<file path="config.mk">
export PLATFORM = sky130hd
export DESIGN_NAME = bottling_controller
export DESIGN_NICKNAME = d
export VERILOG_FILES = /design/src/rtl/bottling_pkg.sv /design/src/rtl/bottling_controller.sv
export SDC_FILE = /design/constraint.sdc
export NUM_CORES = 1
export LEC_CHECK = 0
export ABC_CLOCK_PERIOD_IN_PS = 6700
export CORE_ASPECT_RATIO = 1.25
export CORE_MARGIN = 2
export CORE_UTILIZATION = 35
export DETAILED_ROUTE_END_ITERATION = 7
export PLACE_DENSITY_LB_ADDON = 0.25
export SLEW_MARGIN = 20
export SYNTH_ARGS = -nofsm -noshare
export SYNTH_HDL_FRONTEND = slang
export SYNTH_SLANG_ARGS = --single-unit
</file>
<file path="constraint.sdc">
create_clock -name clk -period 6.7 [get_ports clk]
set_input_delay 1.34 -clock clk [delete_from_list [all_inputs] [get_ports clk]]
set_output_delay 1.34 -clock clk [all_outputs]
set_load 0.05 [all_outputs]
</file>
<file path="src/rtl/bottling_pkg.sv">
// Shared definitions for the bottling controller: state encoding and default widths.
package bottling_pkg;

  localparam int PILL_W_DEF   = 6;
  localparam int BOTTLE_W_DEF = 8;

  typedef enum logic [1:0] {
    IDLE = 2'd0,
    FILL = 2'd1,
    SWAP = 2'd2,
    DONE = 2'd3
  } state_e;

endpackage

</file>
<file path="src/rtl/bottling_controller.sv">
// Bottling line controller: counts pills into bottles and bottles into a batch.
// Optional feature macro: BOTTLING_PAUSE_EN (pause level freezes FILL/SWAP).
// The pill/flicker divider lives outside this block.
module bottling_controller
  import bottling_pkg::*;
#(
  parameter int PILL_W   = PILL_W_DEF,
  parameter int BOTTLE_W = BOTTLE_W_DEF
) (
  input  logic                clk,
  input  logic                reset,
  input  logic                start,
  input  logic                stop,
  input  logic                pause,
  input  logic                pill_pulse,
  input  logic                display_flicker,
  input  logic [PILL_W-1:0]   pills_per_bottle,
  input  logic [BOTTLE_W-1:0] bottle_target,
  output logic [PILL_W-1:0]   pill_count,
  output logic [BOTTLE_W-1:0] bottle_count,
  output logic                valve_open,
  output logic                conveyor_on,
  output logic                done,
  output logic                cfg_error,
  output logic                display_blink,
  output logic [1:0]          state
);

  state_e              state_q, state_d;
  logic [PILL_W-1:0]   pill_q, pill_d, ppb_q, ppb_d;
  logic [BOTTLE_W-1:0] bottle_q, bottle_d, tgt_q, tgt_d;
  logic                cfg_err_q, cfg_err_d;
  logic                paused;
  logic                cfg_ok;
  logic [PILL_W-1:0]   pill_inc;
  logic [BOTTLE_W-1:0] bottle_inc;

`ifdef BOTTLING_PAUSE_EN
  assign paused = pause && (state_q == FILL || state_q == SWAP);
`else
  logic unused_pause;
  assign unused_pause = pause;
  assign paused       = 1'b0;
`endif

  assign cfg_ok     = (pills_per_bottle != '0) && (bottle_target != '0);
  // Counts cannot wrap: FILL leaves as soon as pill_inc reaches the nonzero latched setting.
  assign pill_inc   = pill_q + 1'b1;
  assign bottle_inc = bottle_q + 1'b1;

  // Next-state and datapath update; stop beats pause beats start/pill_pulse.
  always_comb begin
    state_d   = state_q;
    pill_d    = pill_q;
    bottle_d  = bottle_q;
    ppb_d     = ppb_q;
    tgt_d     = tgt_q;
    cfg_err_d = cfg_err_q;
    if (stop && state_q != IDLE) begin
      state_d = IDLE;
    end else if (!paused) begin
      unique case (state_q)
        IDLE, DONE: begin
          if (start) begin
            if (cfg_ok) begin
              state_d   = FILL;
              ppb_d     = pills_per_bottle;
              tgt_d     = bottle_target;
              pill_d    = '0;
              bottle_d  = '0;
              cfg_err_d = 1'b0;
            end else begin
              state_d   = IDLE;
              cfg_err_d = 1'b1;
            end
          end
        end
        FILL: begin
          if (pill_pulse) begin
            pill_d = pill_inc;
            if (pill_inc == ppb_q) begin
              bottle_d = bottle_inc;
              state_d  = (bottle_inc == tgt_q) ? DONE : SWAP;
            end
          end
        end
        SWAP: begin
          // The pill arriving during the swap is lost; it only marks the new bottle in place.
          if (pill_pulse) begin
            pill_d  = '0;
            state_d = FILL;
          end
        end
        default: state_d = IDLE;
      endcase
    end
  end

  // State, counters, latched settings and config-error flag.
  always_ff @(posedge clk) begin
    if (reset) begin
      state_q   <= IDLE;
      pill_q    <= '0;
      bottle_q  <= '0;
      ppb_q     <= '0;
      tgt_q     <= '0;
      cfg_err_q <= 1'b0;
    end else begin
      state_q   <= state_d;
      pill_q    <= pill_d;
      bottle_q  <= bottle_d;
      ppb_q     <= ppb_d;
      tgt_q     <= tgt_d;
      cfg_err_q <= cfg_err_d;
    end
  end

  assign pill_count    = pill_q;
  assign bottle_count  = bottle_q;
  assign cfg_error     = cfg_err_q;
  assign state         = state_q;
  assign valve_open    = (state_q == FILL) && !paused;
  assign conveyor_on   = (state_q == SWAP) && !paused;
  assign done          = (state_q == DONE);
  assign display_blink = display_flicker && ((state_q == DONE) || paused || cfg_err_q);

endmodule

</file>
# [Word-level counts from Yosys, hierarchy flattened]
# Index checks and enable logic that the tools add are counted.
[word_totals] elab_cells=53 regBits=31 out_inout_bits=21
[classes] bitwise=1 muxes=18 n_reduce_logical=16 addsub=2 n_eq_ne=10
[ops] operator="8-bit 2-to-1 mux" n=4
[ops] operator="6-bit 2-to-1 mux" n=4
[ops] operator="6-bit one-hot mux with 3 select lines" n=1
[ops] operator="8-bit one-hot mux with 2 select lines" n=1
[ops] operator="8-bit by 1-bit adder with 8-bit output, second input constant" n=1
[ops] operator="8-bit equality test" n=1
[ops] operator="2-bit 2-to-1 mux" n=4
[ops] operator="2-bit != test, second input constant" n=4
[ops] operator="4-bit AND reduction" n=2
[ops] operator="8-bit nonzero test" n=1
[ops] operator="6-bit by 1-bit adder with 6-bit output, second input constant" n=1
[ops] operator="6-bit equality test" n=1
[ops] operator="2-bit one-hot mux with 3 select lines" n=1
[ops] operator="6-bit AND reduction" n=1
[ops] operator="6-bit nonzero test" n=1
[ops] operator="5-bit AND reduction" n=1
[ops] operator="2-bit equality test, second input constant" n=2
[ops] operator="2-bit nonzero test" n=2
[ops] operator="2-bit OR reduction" n=2
[ops] operator="1-bit logical AND" n=3
[ops] operator="1-bit 2-to-1 mux" n=3
[ops] operator="3-bit AND reduction" n=1
[ops] operator="2-bit by 1-bit equality test with 1-bit output, second input constant" n=1
[ops] operator="2-bit zero test" n=1
[ops] operator="other kinds (3)" n=3

# [Depth between registers and ports, before layout]
[logic_depth] word_depth=6 depth_mapped=8 depth_no_buf=8

# [Worst setup path before layout]
# Ideal clock, no wire load.
[synth_timing] kind="reg2out" from="register state_q[0], in the netlist state[0]" to="output display_blink" t_arrival_ns=1.753 setup_slack_ns=3.607 t_required_ns=5.360 path_stages_with_launch=3 path_buffers=0 path_cell_list="dfxtp_1 ha_1 o21a_1"
[synth_between] elab_chain_cells=3
[synth_rtl] item="start, declared" line_no="bottling_controller.sv:29" text="state_e state_q, state_d;"
[synth_rtl] item="start signal, assigned" line_no="bottling_controller.sv:109" text="state_q <= state_d;"
[synth_rtl] item="2-bit equality test"
[synth_rtl] item="named net done" line_no="bottling_controller.sv:23" text="output logic done,"
[synth_rtl] item="1-bit logical OR" line_no="bottling_controller.sv:125" text="assign display_blink = display_flicker && ((state_q == DONE) || paused || cfg_err_q);"
[synth_rtl] item="1-bit logical AND" line_no="bottling_controller.sv:125"
[synth_rtl] item="end, declared" line_no="bottling_controller.sv:25" text="output logic display_blink,"
# The timed path passes the listed nets, and every way through them passes these cells.

# [Final worst setup path]
[layout_timing] from="input display_flicker" to="output display_blink"
[layout_between] elab_chain_cells=1
[layout_rtl] item="start, declared" line_no="bottling_controller.sv:16" text="input logic display_flicker,"
[layout_rtl] item="1-bit logical AND" line_no="bottling_controller.sv:125"
# Every way passes these cells.

==> tab_implementation.tex <==
\begin{tabular}{lr}
\hline
Metric & Value \\
\hline
\multicolumn{2}{l}{\textbf{Synth}} \\
Part of the Yosys area used for sequential elements & 31.9\% \\
Number of distinct library cell variants in the gate-level netlist after synthesis & 58 \\
Syn\_area\_per\_cell & 8.57 sq um \\
Post-synthesis register bit count & 31 \\
Synth Instances & approximately 230 \\
Yosys warns & 0 \\
Net count after synthesis & 254 \\
Number of flops mapped to enable cells by yosys & 0 \\
Main synth FF type & sky130\_fd\_sc\_hd\_\_dfxtp\_1 \\
Combined area of all synthesized cells & $\sim$2000 sq um \\
Async S/R FF share, synth & 0\% \\
\multicolumn{2}{l}{\textbf{GRT}} \\
Total global routing track utilization & around 16\% \\
Vias in the first global route & 1,636 \\
GRT overflow & 0 \\
First-pass GRT wire length & between 7000 and 8000 microns \\
Pin count of the biggest net entering global routing & 30 \\
Initial antenna violation count & 0 \\
\multicolumn{2}{l}{\textbf{Power and ir drop}} \\
Worst VDD drop & 0.000135 V \\
Cell leakage power & just under 0.0009 uW \\
Cell area power density & roughly 260 nW/um\^{}2 \\
\multicolumn{2}{l}{\textbf{STA}} \\
Maximum achievable frequency & 0.248 GHz \\
RSZ-0062 raised after global routing & false \\
Final Skew & just under 0.005 ns \\
Count of final max-slew check failures & 0 \\
Setup violation total in the final timing report & 0 \\
Final Hold Fails & 0 \\
Crit path setup slack, layout & between 2 and 3 ns \\
Min Tclk post-route & 4.03 ns \\
Post-route fraction of the period consumed by the critical path & approximately three fifths \\
TNS Setup & 0 ns \\
Worst relative slew slack & a little under two fifths \\
Actual slew at the worst max-slew pin & between 0.9 and 1 ns \\
\multicolumn{2}{l}{\textbf{Drt}} \\
Drt initial violations & about 120 \\
Via total after detailed routing & 1,770 \\
Number of vias per cell & between 5 and 6 \\
Detail-routed net length per standard cell & 14.3 microns \\
Length of the first detailed-routing pass in iterations & 4 \\
DRC & 0 \\
Final ANT Viol Nets & 0 \\
Detailed-route wire length & approximately 4700 microns \\
\multicolumn{2}{l}{\textbf{Clock tree}} \\
Clock transition time at the flip-flop clock pins of the worst setup and hold paths & 0.07 ns \\
Clock tree sinks & 31 \\
Clock root buffer & sky130\_fd\_sc\_hd\_\_clkbuf\_8 \\
Clock latency of the later-clocked register in the worst-skew pair & roughly 0.28 ns \\
Post-CTS setup buffer count & 0 \\
CTS Buf Count & 5 \\
Level count of the clock H-tree & 2 \\
Hold bufs inserted after CTS & 0 \\
Number of gates resized after CTS & 0 \\
Clk buf depth & 2 \\
CTS tree & built \\
\multicolumn{2}{l}{\textbf{Setup path}} \\
Type of destination of the critical path & primary output \\
Slowest cell on the critical path & sky130\_fd\_sc\_hd\_\_clkdlybuf4s50\_1 \\
Most numerous cell on the critical path & sky130\_fd\_sc\_hd\_\_clkdlybuf4s50\_1 \\
Signal arrival time at the worst endpoint & $\sim$2.7 ns \\
Worst setup path category & in -> out \\
CP Max Fanout & 1 \\
Delay contributed by the slowest stage of the critical path & 0.79 ns \\
Critical Path Source Type & input port \\
Chain of cells forming the critical path & clkdlybuf4s50\_1, o21a\_1, clkdlybuf4s50\_1 \\
Worst endpoint required time & around 5.4 ns \\
\multicolumn{2}{l}{\textbf{Floorplanning}} \\
Starting utilization of the core area & between 30\% and 40\% \\
Number of placement rows & 30 \\
CORE AREA & around 5400 sq um \\
Die Outline Area & between 6000 and 7000 sq um \\
Die boundary width & $\sim$71 microns \\
Die Span Y & 87.4 microns \\
I/O pin total & 42 \\
\multicolumn{2}{l}{\textbf{Placement}} \\
Placed Area & 2340 sq um \\
Count of buffers inserted at the top-level ports & 40 \\
Final weighted congestion of routability-driven global placement & $\sim$0.8 \\
Hpwl dp & between 3000 and 4000 microns \\
Post-placement setup slack & 2.67 ns \\
\multicolumn{2}{l}{\textbf{Final layout}} \\
Final \#Nets & 287 \\
Filler cell count in the final layout & just under 600 \\
Cell area after layout & roughly 2400 sq um \\
Antenna diode instance count & 0 \\
Fraction of final layout cells with drive strength greater than 1 & 6.51\% \\
Layout area overhead & 24.4\% \\
Commonest non-fill, non-tap cell in the layout & sky130\_fd\_sc\_hd\_\_clkdlybuf4s50\_1 \\
Most frequent cells in the layout & sky130\_fd\_sc\_hd\_\_clkdlybuf4s50\_1, sky130\_fd\_sc\_hd\_\_dfxtp\_1, sky130\_fd\_sc\_hd\_\_nor2\_1, sky130\_fd\_sc\_hd\_\_mux2i\_1, sky130\_fd\_sc\_hd\_\_nand3\_1 \\
\multicolumn{2}{l}{\textbf{Outcome}} \\
Status & completed \\
\multicolumn{2}{l}{\textbf{Run}} \\
Max\_cap viols & 0 \\
\multicolumn{2}{l}{\textbf{Hold path}} \\
Hold Path Class & reg -> reg \\
\hline
\end{tabular}
-- metrics by stage --
step | hold WS, ns | instances | utilization (%) | power, uW
3_3_place_gp | 0.499 | 317 | 43.4 | 494
5_1_grt | 0.549 | 325 | 44.8 | 674
4_1_cts | 0.527 | 325 | 44.9 | 639
3_5_place_dp | 0.511 | 317 | 43.4 | 496
6_report | 0.522 | 325 | 44.8 | 633
2_1_floorplan | 0.484 | 227 | - | 431
-- cells in the mapped netlist (2+ instances only) --
library cell                instances  share of area, %
sky130_fd_sc_hd__o2111ai_1          2              0.90
sky130_fd_sc_hd__or4_1              2              0.77
sky130_fd_sc_hd__mux2i_1           16               8.2
sky130_fd_sc_hd__nand3_1           12               3.1
sky130_fd_sc_hd__dfxtp_1           31                32
sky130_fd_sc_hd__buf_2              4               1.0
sky130_fd_sc_hd__nand2b_1           2              0.64
sky130_fd_sc_hd__o221a_2            2               1.2
sky130_fd_sc_hd__nor3_1             3              0.77
sky130_fd_sc_hd__inv_1              9               1.7
sky130_fd_sc_hd__a31oi_1            9               2.9
sky130_fd_sc_hd__nor4_1             4               1.3
sky130_fd_sc_hd__ha_1               6               3.9
sky130_fd_sc_hd__a21oi_1            9               2.3
sky130_fd_sc_hd__and2_1             4               1.3
sky130_fd_sc_hd__nand3b_1           3               1.2
sky130_fd_sc_hd__o211ai_1           5               1.9
sky130_fd_sc_hd__o221ai_1           2              0.90
sky130_fd_sc_hd__o22ai_1            2              0.64
sky130_fd_sc_hd__or3_1              5               1.6
sky130_fd_sc_hd__nand4bb_1          2               1.2
sky130_fd_sc_hd__nand2_1           10               1.9
sky130_fd_sc_hd__clkbuf_1           6               1.2
sky130_fd_sc_hd__o21ai_0            7               1.8
sky130_fd_sc_hd__buf_4              2              0.77
sky130_fd_sc_hd__nor2_1            25               4.8
sky130_fd_sc_hd__xnor2_1            7               3.2
sky130_fd_sc_hd__xor2_1             6               2.7
-- registers in the layout, summed over array words and instances (netlist names) --
| name | flops |
|---|---|
| state | 2 |
| cfg_error | 1 |
| tgt_q | 8 |
| bottle_count | 8 |
| ppb_q | 6 |
| pill_count | 6 |
-- critical path: cells and delay by family --
family,cells,cell delay [ns]
AO/OA/AOI/OAI,1,0.11
buffers and inverters,2,1.24
-- per-layer routing --
| metal | part of all wire (%) | global-route usage (%) |
|---|---|---|
| met5 | 0 | 0 |
| met4 | 0.51 | 4.29 |
| met3 | 5.2 | 3.59 |
| met2 | 52 | 27.1 |
| met1 | 42 | 20.1 |
-- logic make-up after synthesis --
kind of cell               Yosys count  synth area share [%]
xor gates and xnor gates            15                  7.52
and+or+nand+nor                     82                  22.8
adders and majority gates            6                  3.86
AOI/OAI and AO/OA                   53                  19.4
DFF                                 31                  31.9
buffers and inverters               24                  6.30
muxes                               16                  8.23
-- final cells by class --
type | count | area (sq um) | share of cell area, %
Sequential cell | 31 | 621 | 25.6
Clock buffer | 7 | 76.3 | 3.15
Multi-Input combinational cell | 172 | 1200 | 49.7
Tap cell | 64 | 80.1 | 3.31
Clock inverter | 1 | 5.00 | 0.207
Inverter | 9 | 33.8 | 1.40
Timing Repair Buffer | 41 | 403 | 16.6
-- worst paths after layout --
check,startpoint,end,slack [ns],depth (start not counted)
min,tgt_q[4]$_SDFFE_PP0P_,tgt_q[4]$_SDFFE_PP0P_,0.52,2
max,display_flicker,display_blink,2.67,3
max reg2reg,state[1]$_SDFFE_PP0P_,bottle_count[5]$_SDFFE_PP0P_,3.90,8
min reg2reg,tgt_q[4]$_SDFFE_PP0P_,tgt_q[4]$_SDFFE_PP0P_,0.52,2
-- report_power, final --
part	leakage [uW]	switching (uW)	internal (uW)	total, uW
Sequential	0.000252	23.9	207	231
Clock	0.0000422	69.0	72.8	142
Combinational	0.000593	156	104	261
No activity file was read; power rests on OpenSTA's default activity.
